### src/rtl/add_sub_serial_pkg.sv
// Shared definitions for the digit-serial adder/subtractor.
// Optional saturation is enabled with ADD_SUB_SATURATE_EN.
package add_sub_pkg;

   localparam logic OP_ADD = 1'b0;
   localparam logic OP_SUB = 1'b1;

   typedef enum logic [1:0] {
      ST_IDLE = 2'd0,
      ST_RUN  = 2'd1,
      ST_DONE = 2'd2
   } state_t;

endpackage

### src/rtl/add_sub_serial_if.sv
// Operand/result handshake bundle for add_sub_serial.
// The sat input only exists when ADD_SUB_SATURATE_EN is defined.
interface add_sub_serial_if #(
   parameter int WIDTH = 16
);
   logic             in_valid;
   logic             in_ready;
   logic             op;
   logic [WIDTH-1:0] a;
   logic [WIDTH-1:0] b;
   logic             cin;
`ifdef ADD_SUB_SATURATE_EN
   logic             sat;
`endif
   logic             out_valid;
   logic             out_ready;
   logic [WIDTH-1:0] result;
   logic             co;
   logic             ovf;

   modport master (
      output in_valid, op, a, b, cin, out_ready,
`ifdef ADD_SUB_SATURATE_EN
      output sat,
`endif
      input  in_ready, out_valid, result, co, ovf
   );

   modport slave (
      input  in_valid, op, a, b, cin, out_ready,
`ifdef ADD_SUB_SATURATE_EN
      input  sat,
`endif
      output in_ready, out_valid, result, co, ovf
   );
endinterface

### src/rtl/add_sub_serial_adder_digit.sv
// DIGIT-bit ripple slice. Also exposes the carry into its top bit so the
// caller can form signed overflow on the most significant slice.
module adder_digit #(
   parameter int DIGIT = 4
) (
   input  logic [DIGIT-1:0] i_a,
   input  logic [DIGIT-1:0] i_b,
   input  logic             i_cin,
   output logic [DIGIT-1:0] o_sum,
   output logic             o_cout,
   output logic             o_c_msb_in
);
   logic [DIGIT:0] w_c;

   assign w_c[0] = i_cin;

   for (genvar g = 0; g < DIGIT; g++) begin : g_bit
      assign o_sum[g]  = i_a[g] ^ i_b[g] ^ w_c[g];
      assign w_c[g+1]  = (i_a[g] & i_b[g]) | (w_c[g] & (i_a[g] ^ i_b[g]));
   end

   assign o_cout     = w_c[DIGIT];
   assign o_c_msb_in = w_c[DIGIT-1];
endmodule

### src/rtl/add_sub_serial.sv
// Digit-serial adder/subtractor: WIDTH/DIGIT slice cycles per operation,
// valid/ready on both sides, signed overflow flag.
// Define ADD_SUB_SATURATE_EN to add clamping on overflow via the sat input.
//
// state | meaning
// IDLE  | in_ready high, waiting for an operation
// RUN   | one DIGIT-bit slice per cycle, LSB slice first
// DONE  | result held; out_valid rises one cycle after entry
module add_sub_serial
   import add_sub_pkg::*;
#(
   parameter int WIDTH = 16,
   parameter int DIGIT = 4
) (
   input  logic               clk,
   input  logic               rst_n,
   add_sub_serial_if.slave    bus
);
   localparam int N  = WIDTH / DIGIT;
   localparam int CW = (N > 1) ? $clog2(N) : 1;

   state_t           r_state;
   state_t           w_state_nxt;
   logic [WIDTH-1:0] r_a;
   logic [WIDTH-1:0] r_b;
   logic [WIDTH-1:0] r_acc;
   logic             r_carry;
   logic [CW-1:0]    r_cnt;
   logic [WIDTH-1:0] r_result;
   logic             r_co;
   logic             r_ovf;
   logic             r_out_valid;
   logic             r_in_ready;
   logic             r_a_msb;
`ifdef ADD_SUB_SATURATE_EN
   logic             r_sat;
`endif

   logic [DIGIT-1:0]       w_sum;
   logic                   w_cout;
   logic                   w_c_msb_in;
   logic                   w_accept;
   logic                   w_last;
   logic                   w_ovf;
   logic [WIDTH+DIGIT-1:0] w_cat;
   logic [WIDTH-1:0]       w_acc_nxt;
   logic [WIDTH-1:0]       w_final;

   adder_digit #(.DIGIT(DIGIT)) u_digit (
      .i_a        (r_a[DIGIT-1:0]),
      .i_b        (r_b[DIGIT-1:0]),
      .i_cin      (r_carry),
      .o_sum      (w_sum),
      .o_cout     (w_cout),
      .o_c_msb_in (w_c_msb_in)
   );

   assign w_accept  = (r_state == ST_IDLE) & bus.in_valid & r_in_ready;
   assign w_last    = (r_cnt == CW'(N - 1));
   assign w_ovf     = w_c_msb_in ^ w_cout;
   // New slice enters at the top; after N slices the first one sits at the LSB.
   assign w_cat     = {w_sum, r_acc};
   assign w_acc_nxt = w_cat[WIDTH+DIGIT-1:DIGIT];

   // Saturation clamp (sign of the true result follows operand A on overflow).
   always_comb begin
      w_final = w_acc_nxt;
`ifdef ADD_SUB_SATURATE_EN
      if (r_sat && w_ovf)
         w_final = r_a_msb ? {1'b1, {(WIDTH-1){1'b0}}} : {1'b0, {(WIDTH-1){1'b1}}};
`endif
   end

   // State register.
   always_ff @(posedge clk or negedge rst_n) begin
      if (!rst_n) r_state <= ST_IDLE;
      else        r_state <= w_state_nxt;
   end

   // Next-state decode.
   always_comb begin
      w_state_nxt = r_state;
      case (r_state)
         ST_IDLE: if (w_accept)                       w_state_nxt = ST_RUN;
         ST_RUN:  if (w_last)                         w_state_nxt = ST_DONE;
         ST_DONE: if (r_out_valid && bus.out_ready)   w_state_nxt = ST_IDLE;
         default:                                     w_state_nxt = ST_IDLE;
      endcase
   end

   // Handshake flags are registered so neither depends combinationally on the bus.
   always_ff @(posedge clk or negedge rst_n) begin
      if (!rst_n) begin
         r_in_ready  <= 1'b0;
         r_out_valid <= 1'b0;
      end else begin
         r_in_ready  <= (w_state_nxt == ST_IDLE);
         r_out_valid <= (r_state == ST_DONE) && !(r_out_valid && bus.out_ready);
      end
   end

   // Operand load on acceptance, slice shifting during RUN, result capture on the last slice.
   always_ff @(posedge clk or negedge rst_n) begin
      if (!rst_n) begin
         r_a      <= '0;
         r_b      <= '0;
         r_acc    <= '0;
         r_carry  <= 1'b0;
         r_cnt    <= '0;
         r_result <= '0;
         r_co     <= 1'b0;
         r_ovf    <= 1'b0;
         r_a_msb  <= 1'b0;
`ifdef ADD_SUB_SATURATE_EN
         r_sat    <= 1'b0;
`endif
      end else if (w_accept) begin
         r_a      <= bus.a;
         r_b      <= (bus.op == OP_SUB) ? ~bus.b : bus.b;
         r_carry  <= (bus.op == OP_SUB) ? ~bus.cin : bus.cin;
         r_acc    <= '0;
         r_cnt    <= '0;
         r_a_msb  <= bus.a[WIDTH-1];
`ifdef ADD_SUB_SATURATE_EN
         r_sat    <= bus.sat;
`endif
      end else if (r_state == ST_RUN) begin
         r_a     <= r_a >> DIGIT;
         r_b     <= r_b >> DIGIT;
         r_acc   <= w_acc_nxt;
         r_carry <= w_cout;
         r_cnt   <= r_cnt + CW'(1);
         if (w_last) begin
            r_result <= w_final;
            r_co     <= w_cout;
            r_ovf    <= w_ovf;
         end
      end
   end

   assign bus.in_ready  = r_in_ready;
   assign bus.out_valid = r_out_valid;
   assign bus.result    = r_result;
   assign bus.co        = r_co;
   assign bus.ovf       = r_ovf;
endmodule
### src/flat_wrapper.sv
// flat-port wrapper written by rule: the top's interface ports become plain ports
module add_sub_serial_flat import add_sub_pkg::*;
#(
   parameter int WIDTH = 16,
   parameter int DIGIT = 4
)
  (clk, rst_n, bus_in_valid, bus_op, bus_a, bus_b, bus_cin, bus_out_ready, bus_in_ready, bus_out_valid, bus_result, bus_co, bus_ovf);
  add_sub_serial_if #(.WIDTH(WIDTH)) bus_i ();
  input  logic clk;
  input  logic rst_n;
  input wire logic [$bits(bus_i.in_valid)-1:0] bus_in_valid;
  input wire logic [$bits(bus_i.op)-1:0] bus_op;
  input wire logic [$bits(bus_i.a)-1:0] bus_a;
  input wire logic [$bits(bus_i.b)-1:0] bus_b;
  input wire logic [$bits(bus_i.cin)-1:0] bus_cin;
  input wire logic [$bits(bus_i.out_ready)-1:0] bus_out_ready;
  output wire logic [$bits(bus_i.in_ready)-1:0] bus_in_ready;
  output wire logic [$bits(bus_i.out_valid)-1:0] bus_out_valid;
  output wire logic [$bits(bus_i.result)-1:0] bus_result;
  output wire logic [$bits(bus_i.co)-1:0] bus_co;
  output wire logic [$bits(bus_i.ovf)-1:0] bus_ovf;
  assign bus_i.in_valid = bus_in_valid;
  assign bus_i.op = bus_op;
  assign bus_i.a = bus_a;
  assign bus_i.b = bus_b;
  assign bus_i.cin = bus_cin;
  assign bus_i.out_ready = bus_out_ready;
  assign bus_in_ready = bus_i.in_ready;
  assign bus_out_valid = bus_i.out_valid;
  assign bus_result = bus_i.result;
  assign bus_co = bus_i.co;
  assign bus_ovf = bus_i.ovf;
  add_sub_serial #(.WIDTH(WIDTH), .DIGIT(DIGIT)) u_core (.clk(clk), .rst_n(rst_n), .bus(bus_i));
endmodule
### config.mk
export PLATFORM = sky130hd
export DESIGN_NAME = add_sub_serial_flat
export DESIGN_NICKNAME = d
export VERILOG_FILES = /design/src/rtl/add_sub_serial_pkg.sv /design/src/rtl/add_sub_serial_if.sv /design/src/rtl/add_sub_serial_adder_digit.sv /design/src/rtl/add_sub_serial.sv /design/src/flat_wrapper.sv
export SDC_FILE = /design/constraint.sdc
export NUM_CORES = 1
export LEC_CHECK = 0
export BUFFER_PORTS_ARGS = -buffer_cell sky130_fd_sc_hd__buf_4
export CORE_MARGIN = 2
export CORE_UTILIZATION = 51
export CTS_CLUSTER_SIZE = 25
export DETAILED_ROUTE_END_ITERATION = 12
export PLACE_DENSITY = 0.74
export SLEW_MARGIN = 30
export SYNTH_ARGS = -nofsm -noshare
export SYNTH_HDL_FRONTEND = slang
export SYNTH_HIERARCHICAL = 1
export SYNTH_SLANG_ARGS = --single-unit
### constraint.sdc
create_clock -name clk -period 3.45 [get_ports clk]
set_clock_uncertainty 0.05 [all_clocks]
set_input_delay 0.345 -clock clk [delete_from_list [all_inputs] [get_ports clk]]
set_output_delay 0.345 -clock clk [all_outputs]
set_load 0.005 [all_outputs]
==> flow_summary.yaml, run 1 <==
sta:
  rsz0062_at_grt: "false"
  max-slew-margin-rel_pct: 44.0
  slew_viol_final: 0
  fmax_mhz: 427
  setup_slack_ns: 1.11
  worst_pin_slew_ns: 0.839
  period_minus_slack_ns: 2.34
  post-route-period-util_pct: 67.8
  fin_setup_tns_ns: 0
  setup_viol: 0
  hold_viol: 0
clocking:
  cts_buffers: 9
  ctsHoldBuffers: 0
  ctsResizeCount: 0
  path_clk_slew_ns: 0.07
  cts_tree: "done"
  root_buffer: "clkbuf_8"
  cts.path.max_buffers: 2
  h-tree-depth: 3
  cts_setup_buffers: 0
  clk_latency_ns: 0.34
  cts.sinks: 69
route:
  drt_iter0_drc: 139
  vias: 2195
  vias_per_cell: 5.20
  firstDrtPassIters: 6
  final_antenna_net_count: 0
  post_drt_wl_per_cell_um: 14.3
  wirelength_um: 6020
  drc: 0
synthesis:
  syn_inst: 290
  synth_top_cell_area_share_pct: 55.1
  ys_seq_elements: 69
  ys_types: 28
  syn-num-nets: 333
  avgSynthCellArea_sq_um: 10.8
  synth.area.top_cells: "dfrtp_1 55%, nand2_1 7.5%, mux2_2 4.7%"
  netlist_area_sq_um: 3140
  synth_top_cell_by_area: "dfrtp_1"
  yosysWarningCount: 6
  ys_seq_area_share_pct: 55.1
floorplanning:
  rows: 28
  dieHeight_um: 82.4
  start_util_pct: 53.0
  coreArea_sq_um: 5920
  ios: 58
  die_area_sq_um: 6790
  die_w_um: 82.4
global_routing:
  grtUsageTotal_pct: 19.8
  grt_pass1_wl_um: 9960
  busiest_layer: "met2"
  antenna_found_initial: 0
  grt_max_degree: 70
  grt_pass1_vias: 2125
  overflow: 0
  grt_use_met3_pct: 4.13
  use_met2_pct: 29.2
  use_met1_pct: 27.6
final_layout:
  stdcell_count: 422
  fin_nets: 385
  area_growth_pct: 18.6
  antennaDiodeCount: 0
  final_layout_size_suffix_gt1_share_pct: 27.1
power_and_ir_drop:
  switching_power_mw: 1.26
  swShare_pct: 37.2
  power_frac_seq_pct: 41.8
  power.density_nw_per_um2: 913
  intPower_mw: 2.13
  vdd_drop_max_v: 0.000430
  p_clk_share_pct: 15.6
  leakage_nw: 1.85
  comb_power_share_pct: 42.5
min_path:
  hold_path.class: "input port to async pin"
critical_path:
  crit_fanout: 2
  required_ns: 3.61
  critPathCaptureType: "flip-flop"
  crit_arrival_ns: 2.50
  path_class: "flip-flop to flip-flop"
  startpoint_type: "flip-flop"
placed_design:
  post-place-cells: 405
  dp_hpwl_um: 3980
  gp_congestion: 0.774
  io_buffers: 57
  place_ws_ns: 1.11
run_status:
  status: "finished clean"
run:
  maxCapViolations: 0
## critical path, cell delays in order (launching register included)
cell and delay [ns]:
dfrtp_1 0.38, fa_1 0.18, inv_1 0.06, fa_1 0.39, fa_1 0.37, inv_1 0.10
fa_1 0.43, mux2_2 0.27
## power groups by stage
stage / combinational (mW) / sequential [mW] / clock (mW)
after floorplan: 1.07 / 1.38 / 0
after global placement: 1.39 / 1.41 / 0
after detailed placement: 1.44 / 1.43 / 0
after CTS: 1.45 / 1.42 / 0.548
after global routing: 1.62 / 1.48 / 0.588
final: 1.44 / 1.42 / 0.531
## worst paths after layout
| path | startpoint | endpoint | slack (ns) | depth (start not counted) |
|---|---|---|---|---|
| max | u_core/r_a[0] | u_core/bus.result[15] | 1.11 | 7 |
| max reg2reg | u_core/r_a[0] | u_core/bus.result[15] | 1.11 | 7 |
| min in group clk | bus_a[13] | u_core/r_a[13] | 0.15 | 3 |
| max in group asynchronous | rst_n | u_core/r_a[1] | 2.74 | 1 |
| min reg2reg | u_core/r_acc[4] | u_core/r_acc[4] | 0.45 | 2 |
| min | rst_n | u_core/bus.result[2] | 0.07 | 1 |
## cell families after synthesis
group	after synthesis	share of synthesized area [%]
flip-flops	69	55.1
adder cells (fa/ha/maj)	5	2.95
AO/OA/AOI/OAI	34	7.82
buffers and inverters	30	6.15
multiplexers	17	6.58
XOR/XNOR	18	5.03
AND/OR/NAND/NOR	117	16.4
## layout by cell type (no fill, tap or decap)
cell type   n
dfrtp_1    69
nand2_1    63
buf_4      61
nand3_1    26
nor2_1     21
xnor2_1    14
mux2_2     13
a31oi_1    12
clkbuf_8    9
inv_1       9
a221o_1     9
o21ai_0     7
clkbuf_1    5
mux2_4      4
a22oi_1     4
xor2_1      4
fa_1        4
clkinv_2    2
nor2b_4     1
a211oi_1    1
a21o_1      1
nand2b_2    1
nand4bb_4   1
and4bb_1    1
nor3_1      1
nand3b_1    1
nor2_8      1
ha_1        1
buf_6       1
## layout make-up
cell class                 instances  area, sq um
sequential                        69         1730
clock inverter                     2         10.0
timing repair buffer              62          469
multi-input combinational        191         1240
inverter                           9         33.8
clock buffer                      14          143
tap                               75         93.8
fill                             485         2200
## metrics by stage
stage | area [sq um] | power (mW) | util [%] | hold WS [ns]
floorplan | 3140 | 2.45 | - | -0.000591
global placement | 3540 | 2.81 | 59.8 | 0.430
detailed placement | 3540 | 2.87 | 59.8 | 0.435
CTS | 3690 | 3.41 | 62.4 | 0.0881
global route | 3720 | 3.69 | 62.8 | 0.135
finish | 3720 | 3.40 | 62.8 | 0.0728
## cells in the mapped netlist
master and n:
a221o_1 9, nor2b_1 1, a211oi_1 1, dfrtp_1 69, a21o_1 1, buf_2 7, mux2_4 4, buf_4 3
nand4bb_1 1, o21ai_0 7, nand2b_1 1, inv_1 9, nor3_1 1, xor2_1 4, nor2_1 21, mux2_2 13
buf_6 8, and4bb_1 1, fa_1 4, nand3_1 26, ha_1 1, clkbuf_1 3, nor2_8 1, a31oi_1 12
nand3b_1 1, a22oi_1 4, xnor2_1 14, nand2_1 63
## flip-flops by register name (all words and copies together), names as in the netlist
| register | cells |
|---|---|
| u_core/bus.in_ready | 1 |
| u_core/bus.co | 1 |
| u_core/bus.result | 16 |
| u_core/r_carry | 1 |
| u_core/bus.out_valid | 1 |
| u_core/r_a | 16 |
| u_core/bus.ovf | 1 |
| u_core/r_state | 2 |
| u_core/r_b | 16 |
| u_core/r_acc | 12 |
| u_core/r_cnt | 2 |
## routing by layer
layer	part of all wire (%)	vias to the layer above
li1	-	1083
met1	47	1038
met2	46	64
met3	5.4	10
met4	1.7	0
met5	0	-
Power figures use the tool's default switching activity.
==> run 2: changes to the inputs <==
clock period = 2.18 ns   (was 3.45 ns; I/O delays follow)
==> run 2 against run 1 <==
Compared with the run above: the flow now finishes with violations (setup timing); critical endpoint unchanged; first-iteration DRC count grew 1.4%; global-route usage grew 0.72 points; worst hold slack lost 0.055 ns; highest routed layer unchanged; critical path type unchanged; largest power group unchanged; via count grew 1.5%; register-to-register slack lost 1.2 ns; clock power grew 94%; die area is the same.
==> flow_summary.yaml, run 2 (synthesis results as in run 1) <==
critical_path:
  required_ns: 2.35
  ff2ff_setup_slack_ns: -0.05
  crit_arrival_ns: 2.41
  startpoint_type: "flip-flop"
  reg2reg_to: "u_core/bus.result[15]"
  critPathCaptureType: "flip-flop"
  path_class: "flip-flop to flip-flop"
  reg2reg_depth: 7
  r2r_start: "u_core/r_a[0]"
  crit_fanout: 2
min_path:
  holdPathStages: 3
  hold_end: "u_core/r_a[13]"
  hp-start: "bus_a[13]"
  hold_path.class: "input port to flip-flop"
final_layout:
  final_common_cell: "buf_4"
  seqCellArea_sq_um: 1730
  fin_nets: 394
  antennaDiodeCount: 0
  final_cell_mix: "70 x buf_4, 69 x dfrtp_1, 63 x nand2_1"
  final_cell_area_sq_um: 3820
  final_layout_size_suffix_gt1_share_pct: 30.1
  multiInputGateArea_sq_um: 1240
  fill_cells: 514
  area_growth_pct: 21.8
  stdcell_count: 430
power_and_ir_drop:
  total_power_mw: 5.64
  p_clk_share_pct: 18.2
  comb_power_share_pct: 42.1
  power_frac_seq_pct: 39.7
  power.density_nw_per_um2: 1480
  vdd_drop_max_v: 0.000652
  intPower_mw: 3.62
  switching_power_mw: 2.02
  swShare_pct: 35.8
  leakage_nw: 1.90
sta:
  max-slew-margin-rel_pct: 43.7
  slew_viol_final: 0
  fmax_mhz: 448
  post-route-period-util_pct: 102
  setup_viol: 1
  period_minus_slack_ns: 2.23
  hold_viol: 0
  hold_slack_ns: 0.0176
  setup_slack_ns: -0.0517
  rsz0062_at_grt: "true"
  worst_pin_slew_ns: 0.845
route:
  firstDrtPassIters: 4
  final_antenna_net_count: 0
  vias_per_cell: 5.18
  drc: 0
  wirelength_um: 6060
  vias: 2227
  drt_iter0_drc: 141
  post_drt_wl_per_cell_um: 14.1
global_routing:
  grtUsageTotal_pct: 20.5
  antenna_found_initial: 0
  grt_pass1_wl_um: 10400
  overflow: 0
  grt_max_degree: 70
  grt_pass1_vias: 2206
clocking:
  clk_latency_ns: 0.33
  cts_buffers: 9
  cts.sinks: 69
  cts.path.max_buffers: 2
  path_clk_slew_ns: 0.07
  root_buffer: "clkbuf_8"
  h-tree-depth: 3
  cts_tree: "done"
floorplanning:
  die_area_sq_um: 6790
  start_util_pct: 53.0
  ios: 58
  coreArea_sq_um: 5920
  rows: 28
  dieHeight_um: 82.4
  die_w_um: 82.4
run_status:
  violations: "setup timing"
  status: "complete, but fails checks"
placed_design:
  dp_hpwl_um: 4150
  io_buffers: 57
  post-place-cells: 412
  gp_congestion: 0.771
  place_ws_ns: -0.0397
  postPlaceCellArea_sq_um: 3600
run:
  maxCapViolations: 0
## run 2: cell type report
cell class                 count  share of cell area (%)
timing repair buffer          71                    14.0
multi-input combinational    191                    32.4
tap                           75                    2.46
inverter                       9                   0.885
clock inverter                 1                   0.786
clock buffer                  14                    4.26
sequential                    69                    45.2
## run 2: power by group through the flow
stage                     clock network (mW)  logic [mW]  registers (mW)
final                                   1.03        2.38            2.24
after global routing                    1.12        2.71            2.32
after CTS                               1.04        2.40            2.24
after detailed placement                   0        2.37            2.27
after global placement                     0        2.31            2.23
after floorplan                            0        1.71            2.18
## run 2: what timing repair did
item | CTS | global route
setup endpoints to repair | 2 | 3
resized for setup | 0 | 2
buffers inserted | 1 | 1
hold endpoints to repair | 69 | 0
pin swaps | 0 | 0
hold buffers | 1 | 0
## run 2: worst max path at each step
| stage | startpoint | to | slack (ns) | cells past startpoint |
|---|---|---|---|---|
| after global placement | u_core/r_a[0] | u_core/bus.result[15] | 0.004 | 7 |
| final | u_core/r_a[0] | u_core/bus.result[15] | -0.05 | 7 |
| after floorplan | u_core/r_a[0] | u_core/bus.result[15] | 0.04 | 7 |
| after detailed placement | u_core/r_b[0] | u_core/bus.result[15] | -0.04 | 7 |
| after CTS | u_core/r_a[0] | u_core/bus.result[15] | -0.04 | 7 |
| after global routing | u_core/r_a[0] | u_core/bus.result[15] | -0.13 | 7 |
## run 2: per-layer routing
layer	up-vias	part of all wire, %	GRT usage [%]
met5	-	0	0
met4	0	1.5	9.50
met3	10	4.3	3.80
met2	58	48	31.6
met1	1064	46	28.3
li1	1095	-	-
## run 2: metrics by stage
step,utilization (%),setup TNS [ns]
global route,64.5,-0.153
finish,64.5,-0.0517
detailed placement,60.8,-0.0397
CTS,64.3,-0.0495
floorplan,-,0
global placement,60.8,0
## run 2: critical path, stage by stage (launching register included)
cell     delay [ns]
dfrtp_1        0.38
fa_1           0.20
inv_2          0.04
fa_2           0.33
fa_2           0.34
inv_2          0.08
fa_2           0.43
mux2_2         0.27
==> run 3: changes to the inputs <==
GPL_TIMING_DRIVEN = 0   (was unset)
PLACE_DENSITY = unset   (was 0.74)
PLACE_DENSITY_LB_ADDON = 0.05   (was unset)
==> run 3 against run 2 <==
Compared with the run above: the flow still finishes with violations (setup timing); global-route usage grew 0.95 points; critical path depth is the same; register-to-register slack lost 0.04 ns; first-iteration DRC count shrank 20%; non-clock buffer count grew 9; sequential power is essentially flat; sequential cell count is the same; clock power shrank 8%; sequential share of layout area shrank 0.67 points; cell count grew 2.3%; critical path type unchanged; highest routed layer unchanged.
==> flow_summary.yaml, run 3 (synthesis results as in run 1) <==
run_status:
  status: "complete, but fails checks"
  violations: "setup timing"
global_routing:
  grt_max_degree: 70
  overflow: 0
  grt_use_met3_pct: 4.02
  use_met2_pct: 32.2
  busiest_layer: "met2"
  grt_pass1_wl_um: 10700
  grt_pass1_vias: 2151
  antenna_found_initial: 0
  grtUsageTotal_pct: 21.5
  use_met1_pct: 30.1
power_and_ir_drop:
  comb_power_share_pct: 44.3
  swShare_pct: 37.2
  vdd_drop_max_v: 0.000680
  intPower_mw: 3.59
  leakage_nw: 1.93
  power_frac_seq_pct: 39.0
  p_clk_share_pct: 16.6
  switching_power_mw: 2.13
  total_power_mw: 5.72
  power.density_nw_per_um2: 1480
sta:
  slew_viol_final: 0
  setup_viol: 2
  max-slew-margin-rel_pct: 43.2
  fmax_mhz: 440
  rsz0062_at_grt: "true"
  period_minus_slack_ns: 2.27
  post-route-period-util_pct: 104
  worst_pin_slew_ns: 0.852
  setup_slack_ns: -0.0937
  hold_viol: 0
route:
  vias: 2263
  wirelength_um: 6300
  drt_iter0_drc: 113
  firstDrtPassIters: 5
  drc: 0
  vias_per_cell: 5.14
  final_antenna_net_count: 0
  post_drt_wl_per_cell_um: 14.3
clocking:
  clk_latency_ns: 0.34
  cts.sinks: 69
  cts_tree: "done"
  cts_buffers: 9
  h-tree-depth: 3
  cts.path.max_buffers: 2
  root_buffer: "clkbuf_8"
  path_clk_slew_ns: 0.08
placed_design:
  gp_congestion: 0.785
  io_buffers: 56
  dp_hpwl_um: 4480
  postPlaceCellArea_sq_um: 3650
  post-place-cells: 421
critical_path:
  ff2ff_setup_slack_ns: -0.09
  required_ns: 2.35
  crit_arrival_ns: 2.44
  critPathCaptureType: "flip-flop"
  reg2reg_depth: 7
  startpoint_type: "flip-flop"
  crit_fanout: 2
  r2r_start: "u_core/r_a[0]"
  reg2reg_to: "u_core/bus.result[15]"
  path_class: "flip-flop to flip-flop"
run:
  maxCapViolations: 0
floorplanning:
  ios: 58
  rows: 28
  die_w_um: 82.4
  dieHeight_um: 82.4
  start_util_pct: 53.0
  coreArea_sq_um: 5920
  die_area_sq_um: 6790
min_path:
  hp-start: "bus_a[13]"
  hold_path.class: "input port to flip-flop"
  holdPathStages: 3
  hold_end: "u_core/r_a[13]"
final_layout:
  stdcell_count: 440
  final_common_cell: "dfrtp_1"
  area_growth_pct: 23.6
  final_layout_size_suffix_gt1_share_pct: 31.8
  antennaDiodeCount: 0
  final_cell_area_sq_um: 3880
  fin_nets: 403
  final_cell_mix: "69 x dfrtp_1, 63 x nand2_1, 61 x buf_4"
  utilization_pct: 65.5
[run 3: cell types whose count changed in the layout (fill, tap and decap cells not counted), sizes merged]
cell      previous run  this run
clkinv               0         4
bufinv               1         0
clkinvlp             0         1
buf                 70        76
[run 3: power by group through the flow]
| stage | clock, mW | combinational (mW) | sequential (mW) |
|---|---|---|---|
| finish | 0.951 | 2.54 | 2.23 |
| global route | 1.03 | 2.87 | 2.32 |
| CTS | 0.973 | 2.51 | 2.24 |
| detailed placement | 0 | 2.48 | 2.26 |
| global placement | 0 | 2.42 | 2.24 |
| floorplan | 0 | 1.71 | 2.18 |
[run 3: critical path, cell delays in order (launching register included)]
cell and delay (ns):
dfrtp_1 0.38, fa_1 0.19, inv_2 0.04, fa_2 0.34, fa_2 0.35, inv_2 0.08
fa_2 0.45, mux2_2 0.28
[run 3: repair_timing]
item | 4_1_cts | 5_1_grt
hold buffers | 1 | 0
buffers inserted | 1 | 1
pin swaps | 0 | 2
endpoints found under the setup margin | 3 | 5
hold endpoints to repair | 69 | 0
gates resized for setup | 0 | 4
[run 3: layout make-up]
class / count / area [sq um]
Fill cell: 505 / 2040
Sequential cell: 69 / 1730
Multi-Input combinational cell: 191 / 1230
Timing Repair Buffer: 59 / 445
Buffer: 21 / 159
Clock buffer: 11 / 151
Tap cell: 75 / 93.8
Clock inverter: 5 / 35.0
Inverter: 9 / 33.8
[run 3: through the flow]
step | TNS (ns) | worst slack (ns) | hold slack [ns]
2_1_floorplan | 0 | 0.0426 | -0.128
3_3_place_gp | -0.0905 | -0.0465 | 0.337
3_5_place_dp | -0.204 | -0.0839 | 0.337
4_1_cts | -0.252 | -0.106 | 0.00868
5_1_grt | -0.377 | -0.178 | 0.0223
6_report | -0.0991 | -0.0937 | 0.0192
[run 3: how the worst max path moves through the flow]
stage	startpoint	to	depth (start not counted)
final	u_core/r_a[0]	u_core/bus.result[15]	7
after global routing	u_core/r_a[0]	u_core/bus.result[15]	7
after CTS	u_core/r_a[0]	u_core/bus.result[15]	7
after detailed placement	u_core/r_b[0]	u_core/bus.result[15]	7
after global placement	u_core/r_a[0]	u_core/bus.ovf	8
after floorplan	u_core/r_a[0]	u_core/bus.result[15]	7
[run 3: routing by layer]
layer / vias up / share of wire (%)
li1: 1120 / -
met3: 6 / 4.7
met1: 1084 / 46
met2: 53 / 48
met5: - / 0
met4: 0 / 0.87
